File: config.mk
export PLATFORM = sky130hd
export DESIGN_NAME = div_seq
export DESIGN_NICKNAME = d
export VERILOG_FILES = /design/src/rtl/div_seq_pkg.sv /design/src/rtl/div_seq.sv
export SDC_FILE = /design/constraint.sdc
export NUM_CORES = 1
export LEC_CHECK = 0
export ABC_CLOCK_PERIOD_IN_PS = 4220
export CORE_MARGIN = 8
export CORE_UTILIZATION = 52
export CTS_CLUSTER_DIAMETER = 50
export CTS_CLUSTER_SIZE = 8
export DETAILED_ROUTE_END_ITERATION = 7
export PLACE_DENSITY = 0.78
export SLEW_MARGIN = 10
export SYNTH_ARGS = -nofsm -noshare
export SYNTH_HDL_FRONTEND = slang
export SYNTH_SLANG_ARGS = --single-unit
File: constraint.sdc
create_clock -name clk -period 4.22 [get_ports clk]
set_input_delay 1.266 -clock clk [delete_from_list [all_inputs] [get_ports clk]]
set_output_delay 1.266 -clock clk [all_outputs]
set_load 0.005 [all_outputs]
File: src/rtl/div_seq_pkg.sv
// Shared defines for the EX-stage divider: state encodings and handshake/reset constants.
package div_seq_pkg;

  typedef enum logic [1:0] {
    DivFree   = 2'b00,
    DivByZero = 2'b01,
    DivOn     = 2'b10,
    DivEnd    = 2'b11
  } div_state_e;

  localparam logic        DivStart          = 1'b1;
  localparam logic        DivStop           = 1'b0;
  localparam logic        DivResultReady    = 1'b1;
  localparam logic        DivResultNotReady = 1'b0;
  localparam logic        RstEnable         = 1'b1;
  localparam logic        WriteEnable       = 1'b1;
  localparam logic [31:0] ZeroWord          = 32'h0000_0000;

endpackage

File: src/rtl/div_seq.sv
// Iterative radix-2 restoring divider for DIV/DIVU: one quotient bit per cycle,
// result {HI = remainder, LO = quotient} with a one-cycle HI/LO write strobe.
module div_seq
  import div_seq_pkg::*;
#(
  parameter int WIDTH = 32,
  parameter int CNT_W = 6
) (
  input  logic               clk,
  input  logic               rst,
  input  logic               start_i,
  input  logic               annul_i,
  input  logic               signed_i,
  input  logic [WIDTH-1:0]   opdata1_i,
  input  logic [WIDTH-1:0]   opdata2_i,
  output logic [2*WIDTH-1:0] result_o,
  output logic               ready_o,
  output logic               hilo_we_o,
  output logic               stallreq_o
);

  localparam int RQ_W = 2 * WIDTH + 1;

  function automatic logic [WIDTH-1:0] neg_if(input logic [WIDTH-1:0] v, input logic en);
    return en ? ((~v) + WIDTH'(1)) : v;
  endfunction

  // Partial remainder lives in the upper WIDTH+1 bits; quotient bits shift in at bit 0.
  function automatic logic [RQ_W-1:0] div_step(input logic [RQ_W-1:0] rq,
                                               input logic [WIDTH-1:0] dvsr);
    logic [WIDTH+1:0] diff;
    logic [RQ_W-1:0]  upd;
    diff = {1'b0, rq[RQ_W-1:WIDTH]} - {2'b00, dvsr};
    upd  = rq;
    if (!diff[WIDTH+1]) upd[RQ_W-1:WIDTH] = diff[WIDTH:0];
    return {upd[RQ_W-2:0], ~diff[WIDTH+1]};
  endfunction

  div_state_e         state_q, state_d;
  logic [CNT_W-1:0]   counter_q, counter_d;
  logic [RQ_W-1:0]    rq_q, rq_d;
  logic [WIDTH-1:0]   divisor_q, divisor_d;
  logic               signed_q, signed_d;
  logic               op1_neg_q, op1_neg_d;
  logic               op2_neg_q, op2_neg_d;
  logic [2*WIDTH-1:0] result_q, result_d;
  logic               ready_q, ready_d;
  logic               hilo_we_q, hilo_we_d;
  logic [RQ_W-1:0]    step_rq;
  logic               in_op1_neg;
  logic               in_op2_neg;

  always_comb begin
    state_d    = state_q;
    counter_d  = counter_q;
    rq_d       = rq_q;
    divisor_d  = divisor_q;
    signed_d   = signed_q;
    op1_neg_d  = op1_neg_q;
    op2_neg_d  = op2_neg_q;
    result_d   = result_q;
    ready_d    = ready_q;
    hilo_we_d  = 1'b0;
    step_rq    = div_step(rq_q, divisor_q);
    in_op1_neg = signed_i & opdata1_i[WIDTH-1];
    in_op2_neg = signed_i & opdata2_i[WIDTH-1];

    case (state_q)
      DivFree: begin
        if (start_i == DivStart && !annul_i) begin
          signed_d  = signed_i;
          op1_neg_d = in_op1_neg;
          op2_neg_d = in_op2_neg;
          divisor_d = neg_if(opdata2_i, in_op2_neg);
          rq_d      = {{WIDTH{1'b0}}, neg_if(opdata1_i, in_op1_neg), 1'b0};
          counter_d = '0;
          state_d   = (opdata2_i == '0) ? DivByZero : DivOn;
        end
      end
      DivByZero: begin
        if (annul_i) begin
          state_d = DivFree;
        end else begin
          state_d   = DivEnd;
          result_d  = '0;
          ready_d   = DivResultReady;
          hilo_we_d = WriteEnable;
        end
      end
      DivOn: begin
        if (annul_i) begin
          state_d = DivFree;
        end else begin
          rq_d      = step_rq;
          counter_d = counter_q + CNT_W'(1);
          if (counter_q == CNT_W'(WIDTH - 1)) begin
            // Sign fixup on the final step so the result lands with ready.
            state_d   = DivEnd;
            result_d  = {neg_if(step_rq[RQ_W-1:WIDTH+1], signed_q & op1_neg_q),
                         neg_if(step_rq[WIDTH-1:0], signed_q & (op1_neg_q ^ op2_neg_q))};
            ready_d   = DivResultReady;
            hilo_we_d = WriteEnable;
          end
        end
      end
      DivEnd: begin
        if (start_i == DivStop || annul_i) begin
          state_d = DivFree;
          ready_d = DivResultNotReady;
        end
      end
      default: state_d = DivFree;
    endcase
  end

  always_ff @(posedge clk) begin
    if (rst == RstEnable) begin
      state_q   <= DivFree;
      counter_q <= '0;
      rq_q      <= '0;
      divisor_q <= '0;
      signed_q  <= 1'b0;
      op1_neg_q <= 1'b0;
      op2_neg_q <= 1'b0;
      result_q  <= '0;
      ready_q   <= DivResultNotReady;
      hilo_we_q <= 1'b0;
    end else begin
      state_q   <= state_d;
      counter_q <= counter_d;
      rq_q      <= rq_d;
      divisor_q <= divisor_d;
      signed_q  <= signed_d;
      op1_neg_q <= op1_neg_d;
      op2_neg_q <= op2_neg_d;
      result_q  <= result_d;
      ready_q   <= ready_d;
      hilo_we_q <= hilo_we_d;
    end
  end

  assign result_o   = result_q;
  assign ready_o    = ready_q;
  assign hilo_we_o  = hilo_we_q;
  assign stallreq_o = start_i & ~annul_i & ~ready_q;

endmodule

==> results_dict.tcl <==
set metrics [dict create \
    fin_crit_sh_pct 95.8 \
    hold_path.class "reg -> reg" \
    cts_tree "yes" \
    max-vdd-ir-drop_uv 237 \
    crit_path_max_fanout 28 \
    rows 55 \
    cts_root_buf "clkbuf_16" \
    dp_hpwl_microns 27500 \
    synthesis.nets 1689 \
    track_usage_pct 25.1 \
    met2WireLength_microns 17000 \
    synth-seq-cells 174 \
    die_w_microns 166 \
    antenna_left 0 \
    async_flop_share_pct 0 \
    portBuffers 135 \
    critPathRequiredTime_ps 4550 \
    critPathKind "reg -> reg" \
    nets 1804 \
    arrival_ps 4370 \
    drive_gt1_share_pct 7.86 \
    clock_latency_ps 440 \
    num_vias 12000 \
    fin_ws_ps 178 \
    setup_viol 0 \
    slew_violations 0 \
    min_period_ps 4040 \
    worst_slew_pin_slew_ps 876 \
    wl_met3_microns 2380 \
    synth_edf_count 0 \
    p_leak_nw 5.48 \
    avgSynthCellArea_sq_um 7.44 \
    cts_made_buffers 17 \
    outcome "finished clean" \
    htree_levels 4 \
    wl_met1_microns 15400 \
    coreArea_sq_um 22400 \
    overflow 0 \
    grt_max_degree 74 \
    fin_skew_ps 13.5 \
    postSynthCellCount 1577 \
    hold_viol 0 \
    slew_headroom_pct 41.6 \
    fmax_mhz 247 \
    final_common_cell "nand2_1" \
    critPathLaunchType "register" \
    dr.pass1.iters 6 \
    initial_utilization_pct 52.4 \
    place_congestion 0.941 \
    synth_flop_cell "dfxtp_1" \
    fp.dieArea_sq_um 27600 \
    p_per_area_nw_per_um2 334 \
    n_antenna_cell 0 \
    via_per_inst 6.04 \
    synth_cell_types 75 \
    drc 0 \
    fp.dieH_microns 166 \
    wl_per_cell_microns 18.2 \
    ys_warn_count 0 \
    ios 136 \
    cap_violations 0 \
    top_layer_used "met4" \
    fin_setup_tns_ps 0 \
    end_kind "register" \
    antenna_found_initial 0 \
    synthesis.area_sq_um 11700 \
    holdBufCountCts 0 \
    drt_iter0_markers 1108 \
    grt_pass1_vias 11200 \
    clkSinkCount 174 \
    clk_pin_slew_ps 70 \
    holdWs_ps 454 \
    clockBufferDepth 2 \
    final_cell_mix "nand2_1 (202), nor2_1 (188), dfxtp_1 (174)" \
    rsz0062_at_grt "false" \
    dpl_worst_slack_ps 72.7 \
    grt_pass1_wl_microns 57500 \
    area_growth_pct 20.9 \
    routed_wl_microns 36100 \
    ys_seq_area_share_pct 29.7 \
]
-- power by group --
part           leakage (nW)  internal (mW)  total, mW  switching, mW
combinational          3.79          0.512       1.30          0.790
sequential             1.41           1.70       1.78         0.0769
clock                 0.289          0.898       1.65          0.753
-- Yosys cell counts (3+ instances only) --
cell | n | area share [%]
a21oi_1 | 125 | 5.3
buf_1 | 3 | 0.096
mux2i_1 | 19 | 1.6
a31oi_1 | 13 | 0.69
a41oi_1 | 3 | 0.22
nor3_1 | 35 | 1.5
nor4_1 | 24 | 1.3
nand4_1 | 21 | 1.1
nor2b_1 | 17 | 0.91
nand3b_1 | 6 | 0.38
a31o_2 | 4 | 0.30
buf_2 | 19 | 0.81
or4_1 | 7 | 0.45
dfxtp_1 | 174 | 30
o21a_1 | 9 | 0.58
o21ai_0 | 106 | 4.5
nand3_1 | 19 | 0.81
and2_1 | 9 | 0.48
ha_1 | 42 | 4.5
clkbuf_1 | 77 | 2.5
and4_1 | 3 | 0.22
buf_4 | 3 | 0.19
nand2_1 | 202 | 6.5
nor3b_1 | 8 | 0.51
or2_2 | 7 | 0.37
a21o_1 | 15 | 0.96
and3_1 | 3 | 0.16
xor2_1 | 77 | 5.7
nand2b_1 | 11 | 0.59
a22o_1 | 29 | 2.2
o21ai_1 | 5 | 0.21
inv_1 | 48 | 1.5
a21boi_0 | 3 | 0.19
a2bb2oi_1 | 3 | 0.22
a22oi_1 | 45 | 2.9
a311oi_1 | 6 | 0.45
o211ai_1 | 5 | 0.32
xnor2_1 | 61 | 4.6
or3_1 | 14 | 0.75
a211o_1 | 3 | 0.22
o31ai_1 | 19 | 1.2
nor2_1 | 190 | 6.1
o21bai_1 | 5 | 0.32
o41ai_1 | 9 | 0.67
a211oi_1 | 34 | 2.2
-- final timing paths --
check,start,end,slack [ps],cells after the start
hold reg to reg,divisor_q[31],divisor_q[31],450,2
setup / recovery,divisor_q[24],result_o[61],180,15
hold / removal,divisor_q[31],divisor_q[31],450,2
setup reg to reg,divisor_q[24],result_o[61],180,15
-- through the flow --
stage / power (mW) / cells / utilization [%] / area [sq um]
2_1_floorplan: 2.65 / 1577 / - / 11700
3_3_place_gp: 3.06 / 1956 / 60.5 / 13500
3_5_place_dp: 3.08 / 1956 / 60.5 / 13500
4_1_cts: 4.72 / 1988 / 63.2 / 14100
5_1_grt: 4.94 / 1990 / 63.4 / 14200
6_report: 4.73 / 1990 / 63.4 / 14200
-- metal layers --
metal,vias up,track usage [%]
met5,-,0
met3,83,3.52
met2,470,42.2
li1,5848,-
met1,5627,32.0
met4,0,10.2
-- worst max-delay path, stage by stage (launching register included) --
cell and delay, ps:
dfxtp_1 340, inv_1 110, ha_1 390, nand2_1 120, o21ai_1 280, a2111oi_0 120, o31ai_1 280, a31o_2 310
inv_2 120, buf_4 240, nor3_1 360, a21oi_1 150, or3_4 380, o41ai_2 400, xnor2_1 110, a22o_1 200
-- sequential cells by signal (all words and copies together), names as in the netlist --
| register | flops |
|---|---|
| op1_neg_q | 1 |
| divisor_q | 32 |
| signed_q | 1 |
| op2_neg_q | 1 |
| state_q | 2 |
| ready_o | 1 |
| counter_q | 6 |
| result_o | 64 |
| hilo_we_o | 1 |
| rq_q | 65 |
-- layout make-up --
type	instances	area, sq um
inverters	49	184
clock inverters	14	175
well taps	285	357
repair buffers	198	1830
flip-flops and latches	174	3480
clock buffers	18	429
fillers	2013	8190
multi-input cells	1252	7710
-- cell families (layout without fill, tap and decap cells) --
kind of cell    count (synthesis)  after routing  share of synthesized area [%]
mux                            20             20                           1.72
flops                         174            174                           29.7
fa+ha+maj                      43             43                           4.65
buf+inv                       151            279                           5.13
compound gates                461            461                           25.3
simple gates                  590            590                           23.2
xor+xnor                      138            138                           10.3
-- timing repair --
| item | CTS | global route |
|---|---|---|
| setup buffers | 0 | 2 |
| setup endpoints to repair | 0 | 10 |
| hold endpoints to repair | 0 | 0 |
| gates resized for setup | 0 | 5 |
No activity file was read; power rests on OpenSTA's default activity.
